## config.mk

```make
export PLATFORM = sky130hd
export DESIGN_NAME = jesd_tx_link_ctrl_flat
export DESIGN_NICKNAME = d
export VERILOG_FILES = /design/src/rtl/jesd_tx_link_ctrl_if.sv /design/src/rtl/jesd_tx_link_ctrl.sv /design/src/flat_wrapper.sv
export SDC_FILE = /design/constraint.sdc
export NUM_CORES = 1
export LEC_CHECK = 0
export ABC_AREA = 1
export CAP_MARGIN = 15
export CORE_MARGIN = 2
export CORE_UTILIZATION = 50
export DETAILED_ROUTE_END_ITERATION = 10
export GPL_TIMING_DRIVEN = 0
export PLACE_DENSITY = 0.82
export SYNTH_ARGS = -nofsm -noshare
export SYNTH_HDL_FRONTEND = slang
export SYNTH_SLANG_ARGS = --single-unit
```

## constraint.sdc

```tcl
create_clock -name clk -period 3.26 [get_ports clk]
set_input_delay 0.326 -clock clk [delete_from_list [all_inputs] [get_ports clk]]
set_output_delay 0.326 -clock clk [all_outputs]
set_load 0.005 [all_outputs]
```

## src/rtl/jesd_tx_link_ctrl_if.sv

```systemverilog
// Link-control bundle between the JESD204B TX sequencer and its environment:
// frame tick, SYNC~ event levels and K going in, mode/LMFC/debug status coming out.
interface jesd_tx_link_ctrl_if #(
  parameter int ERR_CNT_W = 8
);
    logic                 frame_clk;
    logic [4:0]           i_K;
    logic                 i_sync_request_tx;
    logic                 i_err_reporting;
    logic                 i_sync_de_assertion;
    logic [1:0]           o_state;
    logic                 o_send_cgs;
    logic                 o_send_ilas;
    logic                 o_data_en;
    logic [2:0]           o_ilas_mf_idx;
    logic [4:0]           o_frame_in_mf;
    logic                 o_lmfc_boundary;
    logic [ERR_CNT_W-1:0] o_err_cnt;

    modport master (
        output frame_clk, i_K, i_sync_request_tx, i_err_reporting, i_sync_de_assertion,
        input  o_state, o_send_cgs, o_send_ilas, o_data_en, o_ilas_mf_idx,
               o_frame_in_mf, o_lmfc_boundary, o_err_cnt
    );

    modport slave (
        input  frame_clk, i_K, i_sync_request_tx, i_err_reporting, i_sync_de_assertion,
        output o_state, o_send_cgs, o_send_ilas, o_data_en, o_ilas_mf_idx,
               o_frame_in_mf, o_lmfc_boundary, o_err_cnt
    );
endinterface

```

## src/rtl/jesd_tx_link_ctrl.sv

```systemverilog
// JESD204B TX link-layer sequencer: CGS -> WAIT_LMFC -> ILAS -> DATA, with a
// free-running LMFC frame counter so ILAS always starts on a multiframe boundary.
module jesd_tx_link_ctrl #(
    parameter int ILAS_MF   = 4,
    parameter int ERR_CNT_W = 8
) (
    input  logic              clk,
    input  logic              rst_n,
    jesd_tx_link_ctrl_if.slave lnk
);

    typedef enum logic [1:0] {
        ST_CGS       = 2'd0,
        ST_WAIT_LMFC = 2'd1,
        ST_ILAS      = 2'd2,
        ST_DATA      = 2'd3
    } state_t;

    localparam logic [2:0] ILAS_LAST = 3'(ILAS_MF - 1);

    state_t               state, state_nxt;
    logic [2:0]           ilas_idx, ilas_idx_nxt;
    logic [4:0]           k_q;
    logic [4:0]           frame_cnt;
    logic                 boundary;
    logic                 err_prev;
    logic                 err_event;
    logic [ERR_CNT_W-1:0] err_cnt;
    logic                 send_cgs, send_ilas, data_en, lmfc_bnd;

    function automatic logic [ERR_CNT_W-1:0] sat_inc(input logic [ERR_CNT_W-1:0] v);
        return (&v) ? v : v + 1'b1;
    endfunction

    // A K reduced below the current count must wrap on the next tick, hence >=.
    assign boundary  = lnk.frame_clk && (frame_cnt >= k_q);
    assign err_event = lnk.i_err_reporting && !err_prev &&
                       (state == ST_ILAS || state == ST_DATA);

    always_comb begin
        state_nxt    = state;
        ilas_idx_nxt = ilas_idx;
        case (state)
            ST_CGS: begin
                ilas_idx_nxt = 3'd0;
                if (lnk.i_sync_de_assertion && !lnk.i_sync_request_tx)
                    state_nxt = ST_WAIT_LMFC;
            end
            ST_WAIT_LMFC: begin
                if (lnk.i_sync_request_tx || !lnk.i_sync_de_assertion) begin
                    state_nxt = ST_CGS;
                end else if (boundary) begin
                    state_nxt    = ST_ILAS;
                    ilas_idx_nxt = 3'd0;
                end
            end
            ST_ILAS: begin
                if (lnk.i_sync_request_tx) begin
                    state_nxt    = ST_CGS;
                    ilas_idx_nxt = 3'd0;
                end else if (boundary) begin
                    if (ilas_idx == ILAS_LAST) begin
                        state_nxt    = ST_DATA;
                        ilas_idx_nxt = 3'd0;
                    end else begin
                        ilas_idx_nxt = ilas_idx + 3'd1;
                    end
                end
            end
            ST_DATA: begin
                ilas_idx_nxt = 3'd0;
                if (lnk.i_sync_request_tx)
                    state_nxt = ST_CGS;
            end
            default: begin
                state_nxt    = ST_CGS;
                ilas_idx_nxt = 3'd0;
            end
        endcase
    end

    // Mode outputs are decoded from the next state so they switch with the state register.
    always_ff @(posedge clk or negedge rst_n) begin
        if (!rst_n) begin
            state     <= ST_CGS;
            ilas_idx  <= 3'd0;
            send_cgs  <= 1'b1;
            send_ilas <= 1'b0;
            data_en   <= 1'b0;
        end else begin
            state     <= state_nxt;
            ilas_idx  <= ilas_idx_nxt;
            send_cgs  <= (state_nxt == ST_CGS) || (state_nxt == ST_WAIT_LMFC);
            send_ilas <= (state_nxt == ST_ILAS);
            data_en   <= (state_nxt == ST_DATA);
        end
    end

    always_ff @(posedge clk or negedge rst_n) begin
        if (!rst_n) begin
            k_q       <= 5'd0;
            frame_cnt <= 5'd0;
            lmfc_bnd  <= 1'b0;
        end else begin
            if (state == ST_CGS)
                k_q <= lnk.i_K;
            if (lnk.frame_clk)
                frame_cnt <= (frame_cnt >= k_q) ? 5'd0 : frame_cnt + 5'd1;
            lmfc_bnd <= boundary;
        end
    end

    always_ff @(posedge clk or negedge rst_n) begin
        if (!rst_n) begin
            err_prev <= 1'b0;
            err_cnt  <= '0;
        end else begin
            err_prev <= lnk.i_err_reporting;
            if (err_event)
                err_cnt <= sat_inc(err_cnt);
        end
    end

    assign lnk.o_state         = state;
    assign lnk.o_send_cgs      = send_cgs;
    assign lnk.o_send_ilas     = send_ilas;
    assign lnk.o_data_en       = data_en;
    assign lnk.o_ilas_mf_idx   = ilas_idx;
    assign lnk.o_frame_in_mf   = frame_cnt;
    assign lnk.o_lmfc_boundary = lmfc_bnd;
    assign lnk.o_err_cnt       = err_cnt;

endmodule

```

## src/flat_wrapper.sv

```systemverilog
// flat-port wrapper written by rule: the top's interface ports become plain ports
module jesd_tx_link_ctrl_flat 
#(
    parameter int ILAS_MF   = 4,
    parameter int ERR_CNT_W = 8
)
  (clk, rst_n, lnk_frame_clk, lnk_i_K, lnk_i_sync_request_tx, lnk_i_err_reporting, lnk_i_sync_de_assertion, lnk_o_state, lnk_o_send_cgs, lnk_o_send_ilas, lnk_o_data_en, lnk_o_ilas_mf_idx, lnk_o_frame_in_mf, lnk_o_lmfc_boundary, lnk_o_err_cnt);
  jesd_tx_link_ctrl_if #(.ERR_CNT_W(ERR_CNT_W)) lnk_i ();
  input  logic clk;
  input  logic rst_n;
  input wire logic [$bits(lnk_i.frame_clk)-1:0] lnk_frame_clk;
  input wire logic [$bits(lnk_i.i_K)-1:0] lnk_i_K;
  input wire logic [$bits(lnk_i.i_sync_request_tx)-1:0] lnk_i_sync_request_tx;
  input wire logic [$bits(lnk_i.i_err_reporting)-1:0] lnk_i_err_reporting;
  input wire logic [$bits(lnk_i.i_sync_de_assertion)-1:0] lnk_i_sync_de_assertion;
  output wire logic [$bits(lnk_i.o_state)-1:0] lnk_o_state;
  output wire logic [$bits(lnk_i.o_send_cgs)-1:0] lnk_o_send_cgs;
  output wire logic [$bits(lnk_i.o_send_ilas)-1:0] lnk_o_send_ilas;
  output wire logic [$bits(lnk_i.o_data_en)-1:0] lnk_o_data_en;
  output wire logic [$bits(lnk_i.o_ilas_mf_idx)-1:0] lnk_o_ilas_mf_idx;
  output wire logic [$bits(lnk_i.o_frame_in_mf)-1:0] lnk_o_frame_in_mf;
  output wire logic [$bits(lnk_i.o_lmfc_boundary)-1:0] lnk_o_lmfc_boundary;
  output wire logic [$bits(lnk_i.o_err_cnt)-1:0] lnk_o_err_cnt;
  assign lnk_i.frame_clk = lnk_frame_clk;
  assign lnk_i.i_K = lnk_i_K;
  assign lnk_i.i_sync_request_tx = lnk_i_sync_request_tx;
  assign lnk_i.i_err_reporting = lnk_i_err_reporting;
  assign lnk_i.i_sync_de_assertion = lnk_i_sync_de_assertion;
  assign lnk_o_state = lnk_i.o_state;
  assign lnk_o_send_cgs = lnk_i.o_send_cgs;
  assign lnk_o_send_ilas = lnk_i.o_send_ilas;
  assign lnk_o_data_en = lnk_i.o_data_en;
  assign lnk_o_ilas_mf_idx = lnk_i.o_ilas_mf_idx;
  assign lnk_o_frame_in_mf = lnk_i.o_frame_in_mf;
  assign lnk_o_lmfc_boundary = lnk_i.o_lmfc_boundary;
  assign lnk_o_err_cnt = lnk_i.o_err_cnt;
  jesd_tx_link_ctrl #(.ILAS_MF(ILAS_MF), .ERR_CNT_W(ERR_CNT_W)) u_core (.clk(clk), .rst_n(rst_n), .lnk(lnk_i));
endmodule
```

Yosys cells after proc, flatten, opt, wreduce, memory -nomap -nowiden. Cells that the tools add are included.

Order comparisons: 1. Multiplexer cells: 15. Bitwise logic cells: 1. Add/sub/neg operators: 3. Eq/ne operators: 10. Reduce and logical (&&, ||, !) cells: 16.

Operators by type and width (count): 2-to-1 mux 3 bit (5); 2-to-1 mux 2 bit (7); case mux 3 bit (3 select lines) (1); adder 8 x 1 -> 8 bit, second input constant (1); == test 2 bit, second input constant (4); case mux 2 bit (4 select lines) (1); AND reduction 8 bit (1); adder 5 x 1 -> 5 bit, second input constant (1); >= comparator 5 bit (1); 2-to-1 mux 5 bit (1); == test 2 x 1 -> 1 bit, second input constant (2); logical AND 1 bit (4); zero test 2 bit (2); adder 3 x 1 -> 3 bit, second input constant (1); == test 3 x 2 -> 1 bit, second input constant (1); zero test 1 bit (3); logical OR 1 bit (3); inequality test 3 x 2 -> 1 bit, second input constant (1); AND reduction 3 bit (1); inequality test 2 x 1 -> 1 bit, second input constant (1); inequality test 2 bit, second input constant (1); AND reduction 2 bit (1); OR reduction 2 bit (1); NOT 1 bit (1).

Word-level logic and storage cells: 56. Output and inout bits: 22. Flip-flop bits (word level): 28. Bits of input ports: 11.

Longest topological paths before layout.
Depth after elaboration: 7. Gate-level depth with buffers: 11. Gate-level depth less buffers: 11.

Least setup slack after synthesis. OpenSTA, ideal clock, no wires.

Kind: reg2reg. Start: register u_core.frame_cnt[4], in the netlist u_core.lnk.o_frame_in_mf[4]. End: register u_core.ilas_idx[2], in the netlist u_core.lnk.o_ilas_mf_idx[2]. Period minus slack after synthesis: 1.540 ns. Cell stages (with the launch flop): 10. Slack: 1.720 ns. Data required time: 3.141 ns. Buffers on the path: 0. Setup time: 0.119 ns. Arrival: 1.421 ns. Path through: dfrtp_1 -> ha_1 -> nand2_1 -> nor2_1 -> nand2_1 -> nand3_2 -> nand2_2 -> o21ai_0 -> nand2_1 -> o21a_1.

Word-level cells in the longest chain between the ends: 4. Elaborated cells between the ends (all ways): 5. Classes of those cells: order compare (1); eq/ne (2); reduce/logical (2).

RTL lines: start: declaration (RTL line jesd_tx_link_ctrl.sv:24) `logic [4:0] frame_cnt;`; start signal: assignment (RTL line jesd_tx_link_ctrl.sv:108) `frame_cnt <= (frame_cnt >= k_q) ? 5'd0 : frame_cnt + 5'd1;`; >= comparator 5 bit * (RTL line jesd_tx_link_ctrl.sv:36) `assign boundary = lnk.frame_clk && (frame_cnt >= k_q);`; logical AND 1 bit * (RTL line jesd_tx_link_ctrl.sv:36); inequality test 3 x 2 -> 1 bit (no line) / inequality test 2 x 1 -> 1 bit (equally long branches); AND reduction 3 bit (no line) *; end signal: assignment (RTL line jesd_tx_link_ctrl.sv:92) `ilas_idx <= ilas_idx_nxt;`; end: declaration (RTL line jesd_tx_link_ctrl.sv:22) `logic [2:0] ilas_idx, ilas_idx_nxt;`.

Every way passes the cells marked *; elsewhere a longest branch is shown, timed or not. A chain may end at the register's enable or synchronous reset.

Worst setup path after layout.
Start: register u_core.frame_cnt[4], in the netlist u_core.lnk.o_frame_in_mf[4]. End: register u_core.ilas_idx[1], in the netlist u_core.lnk.o_ilas_mf_idx[1].

Same word-level chain as after synthesis.

==> results.toml <==
[global_route]
grt_pass1_wl_um = 4930
antenna_found_initial = 0
overflow = 0
grtUsageTotal = 0.193
grt_pass1_vias = 1156
grt_max_degree = 22

[timing]
period_minus_slack_ns = 1.72
final_max_slew_viol_count = 0
tns_ns = 0
final.setup_skew_ns = 0.00915
setup_slack_ns = 1.54
grt_setup_unrepaired = "no"
hold_violations = 0
hold_slack_ns = 0.281
tightest_slew_ns = 0.553
finalCritPeriodShare = 0.526
fmax_mhz = 583
setup_viol = 0
slew-limit-headroom = 0.630

[worst_setup_path]
r2r-end = "u_core.lnk.o_ilas_mf_idx[1]"
worstPathMaxFanout = 5
cp_cell_sequence = "ha_1 -> a21oi_1 -> nand3_2 -> nand2_2 -> o21ai_0 -> nand2_1 -> nand2_1 -> o21ai_1"
rr_worst_depth = 8
r2r_slack_ns = 1.54
crit_type = "flip-flop to flip-flop"
cp.arrival_ns = 2.00
crit_path_frequent_cell = "nand2_1"
reg2reg_from = "u_core.lnk.o_frame_in_mf[4]"
cp_num_buf_inv = 0
endpoint_kind = "flip-flop"
cp-start-kind = "flip-flop"
critPathMaxStageDelay_ns = 0.44
slowest_stage = "dfrtp_1"
cp_top_family = "simple AND/OR/NAND/NOR gates"
cp.required_ns = 3.54

[cts]
numCtsBuffers = 3
cts_hold_repair.buffers = 0
h-tree-depth = 1
cts.repair.resized = 0
clock_latency_ns = 0.34
cts_tree = "yes"
path_clk_slew_ns = 0.15
postCtsSetupBuffers = 0
clkSinkCount = 28
cts_root_buf = "clkbuf_4"
clockBufferDepth = 2

[synthesis]
synth_cells = 164
async_reset_ff_frac = 1.00
syn-num-nets = 183
synth-edff-count = 0
netlist_area_um2 = 1420
yosysSeqAreaShare = 0.495
ys_warn_count = 0
ys_ff_latch = 28
ys.flop_type = "dfrtp_1"
synthDistinctLibCells = 26
synth_area_per_cell_um2 = 8.64

[finish]
final_nets = 220
syn_to_final_growth_pct = 30.3
antennaDiodeCount = 0
drive_gt1_frac = 0.0750
multi_input_area_um2 = 612
regArea_um2 = 702
fillers = 230

[die]
coreArea_um2 = 2730
dieArea_um2 = 3280
io-pin-count = 33
die_h_um = 57.2
dieWidth_um = 57.2
rows = 19
start_util = 0.519

[routing]
ant_nets = 0
num_vias = 1184
wl_met2_um = 1410
routed_wl_um = 2810
drtIter0Drc = 36
vias_per_cell = 5.13
wl_per_cell_um = 12.2
firstDrtPassIters = 4
wl_met1_um = 1200
met3_length_um = 143
highest_layer = "met4"
drc_errors = 0

[min_path]
hold_path_class = "input pin to async pin"

[placed_design]
dp_slack_ns = 1.58
hpwl_um = 2210
gp_congestion = 0.792
io_buffers = 31

[power_and_ir_drop]
ir_drop_uv = 404
powerDensity_nw_per_um2 = 589
power_leakage_uw = 0.000930

[run_status]
status = "completed"

[run]
cap_violations = 0
## how the worst max path moves through the flow
stage	start	cells past startpoint	end	slack, ns
floorplan	u_core.lnk.o_frame_in_mf[4]	9	u_core.lnk.o_ilas_mf_idx[2]	1.72
detailed placement	u_core.lnk.o_frame_in_mf[4]	8	u_core.lnk.o_ilas_mf_idx[1]	1.58
global route	u_core.lnk.o_frame_in_mf[2]	9	u_core.lnk.o_ilas_mf_idx[2]	1.39
CTS	u_core.lnk.o_send_cgs	1	lnk_o_send_cgs	1.53
finish	u_core.lnk.o_frame_in_mf[4]	8	u_core.lnk.o_ilas_mf_idx[1]	1.54
global placement	rst_n	1	u_core.lnk.o_err_cnt[4]	1.46
## cell usage in the layout (no fill, tap or decap), drive strengths merged
| cell type | count |
|---|---|
| bufinv | 1 |
| nor4 | 2 |
| xor2 | 5 |
| inv | 26 |
| o21ai | 9 |
| nor3 | 1 |
| dfstp | 1 |
| nand2 | 48 |
| o21a | 1 |
| ha | 8 |
| nand3 | 10 |
| dfrtp | 27 |
| nor2 | 15 |
| o22ai | 1 |
| clkdlybuf4s50 | 31 |
| buf | 1 |
| a21oi | 2 |
| clkbuf | 4 |
| nand4 | 3 |
| mux2 | 1 |
| xnor2 | 3 |
## state kept, by name, summed over array words and instances, names as in the netlist
signal                      flops
u_core.lnk.o_err_cnt            8
u_core.k_q                      5
u_core.lnk.o_frame_in_mf        5
u_core.lnk.o_ilas_mf_idx        3
u_core.lnk.o_state              2
u_core.err_prev                 1
u_core.lnk.o_data_en            1
u_core.lnk.o_lmfc_boundary      1
u_core.lnk.o_send_cgs           1
u_core.lnk.o_send_ilas          1
## per-layer routing
| metal | GRT usage | up-vias |
|---|---|---|
| li1 | - | 588 |
| met1 | 0.235 | 563 |
| met2 | 0.340 | 28 |
| met3 | 0.0295 | 5 |
| met4 | 0.0831 | 0 |
| met5 | 0 | - |
## cell type report
type | count | share of cell area
Buffer | 1 | 0.00203
Inverter | 26 | 0.0542
Clock inverter | 1 | 0.0163
Timing Repair Buffer | 32 | 0.183
Clock buffer | 3 | 0.0122
Multi-Input combinational cell | 109 | 0.331
Sequential cell | 28 | 0.380
Tap cell | 31 | 0.0210
## cells by family after synthesis
logic type | Yosys count | synth area share
mux | 1 | 0.00794
compound gates | 13 | 0.0512
flops | 28 | 0.495
simple gates | 79 | 0.252
buf+inv | 27 | 0.0733
fa+ha+maj | 8 | 0.0706
xor+xnor | 8 | 0.0494
## power breakdown
part	switching (uW)	leakage (uW)	internal, uW
clock network	105	0.0000279	125
logic	191	0.000536	193
registers	63.4	0.000366	410
total	360	0.000930	728
## cells in the mapped netlist, types with 3 or more instances
| master | number | area (um2) |
|---|---|---|
| ha_1 | 8 | 100 |
| o21ai_0 | 6 | 30.0 |
| nand4_1 | 3 | 18.8 |
| nand3_1 | 8 | 40.0 |
| nand2_1 | 46 | 173 |
| inv_1 | 24 | 90.1 |
| dfrtp_1 | 27 | 676 |
| xor2_1 | 5 | 43.8 |
| nor2_1 | 15 | 56.3 |
| xnor2_1 | 3 | 26.3 |
## metrics by stage
| step | power (uW) | cells | instance area, um2 | utilization |
|---|---|---|---|---|
| after floorplan | 678 | 164 | 1420 | - |
| after global placement | 831 | 226 | 1770 | 0.646 |
| after detailed placement | 860 | 227 | 1790 | 0.656 |
| after CTS | 1100 | 231 | 1850 | 0.676 |
| after global routing | 1170 | 231 | 1850 | 0.676 |
| final | 1090 | 231 | 1850 | 0.676 |
Power figures use the tool's default switching activity.
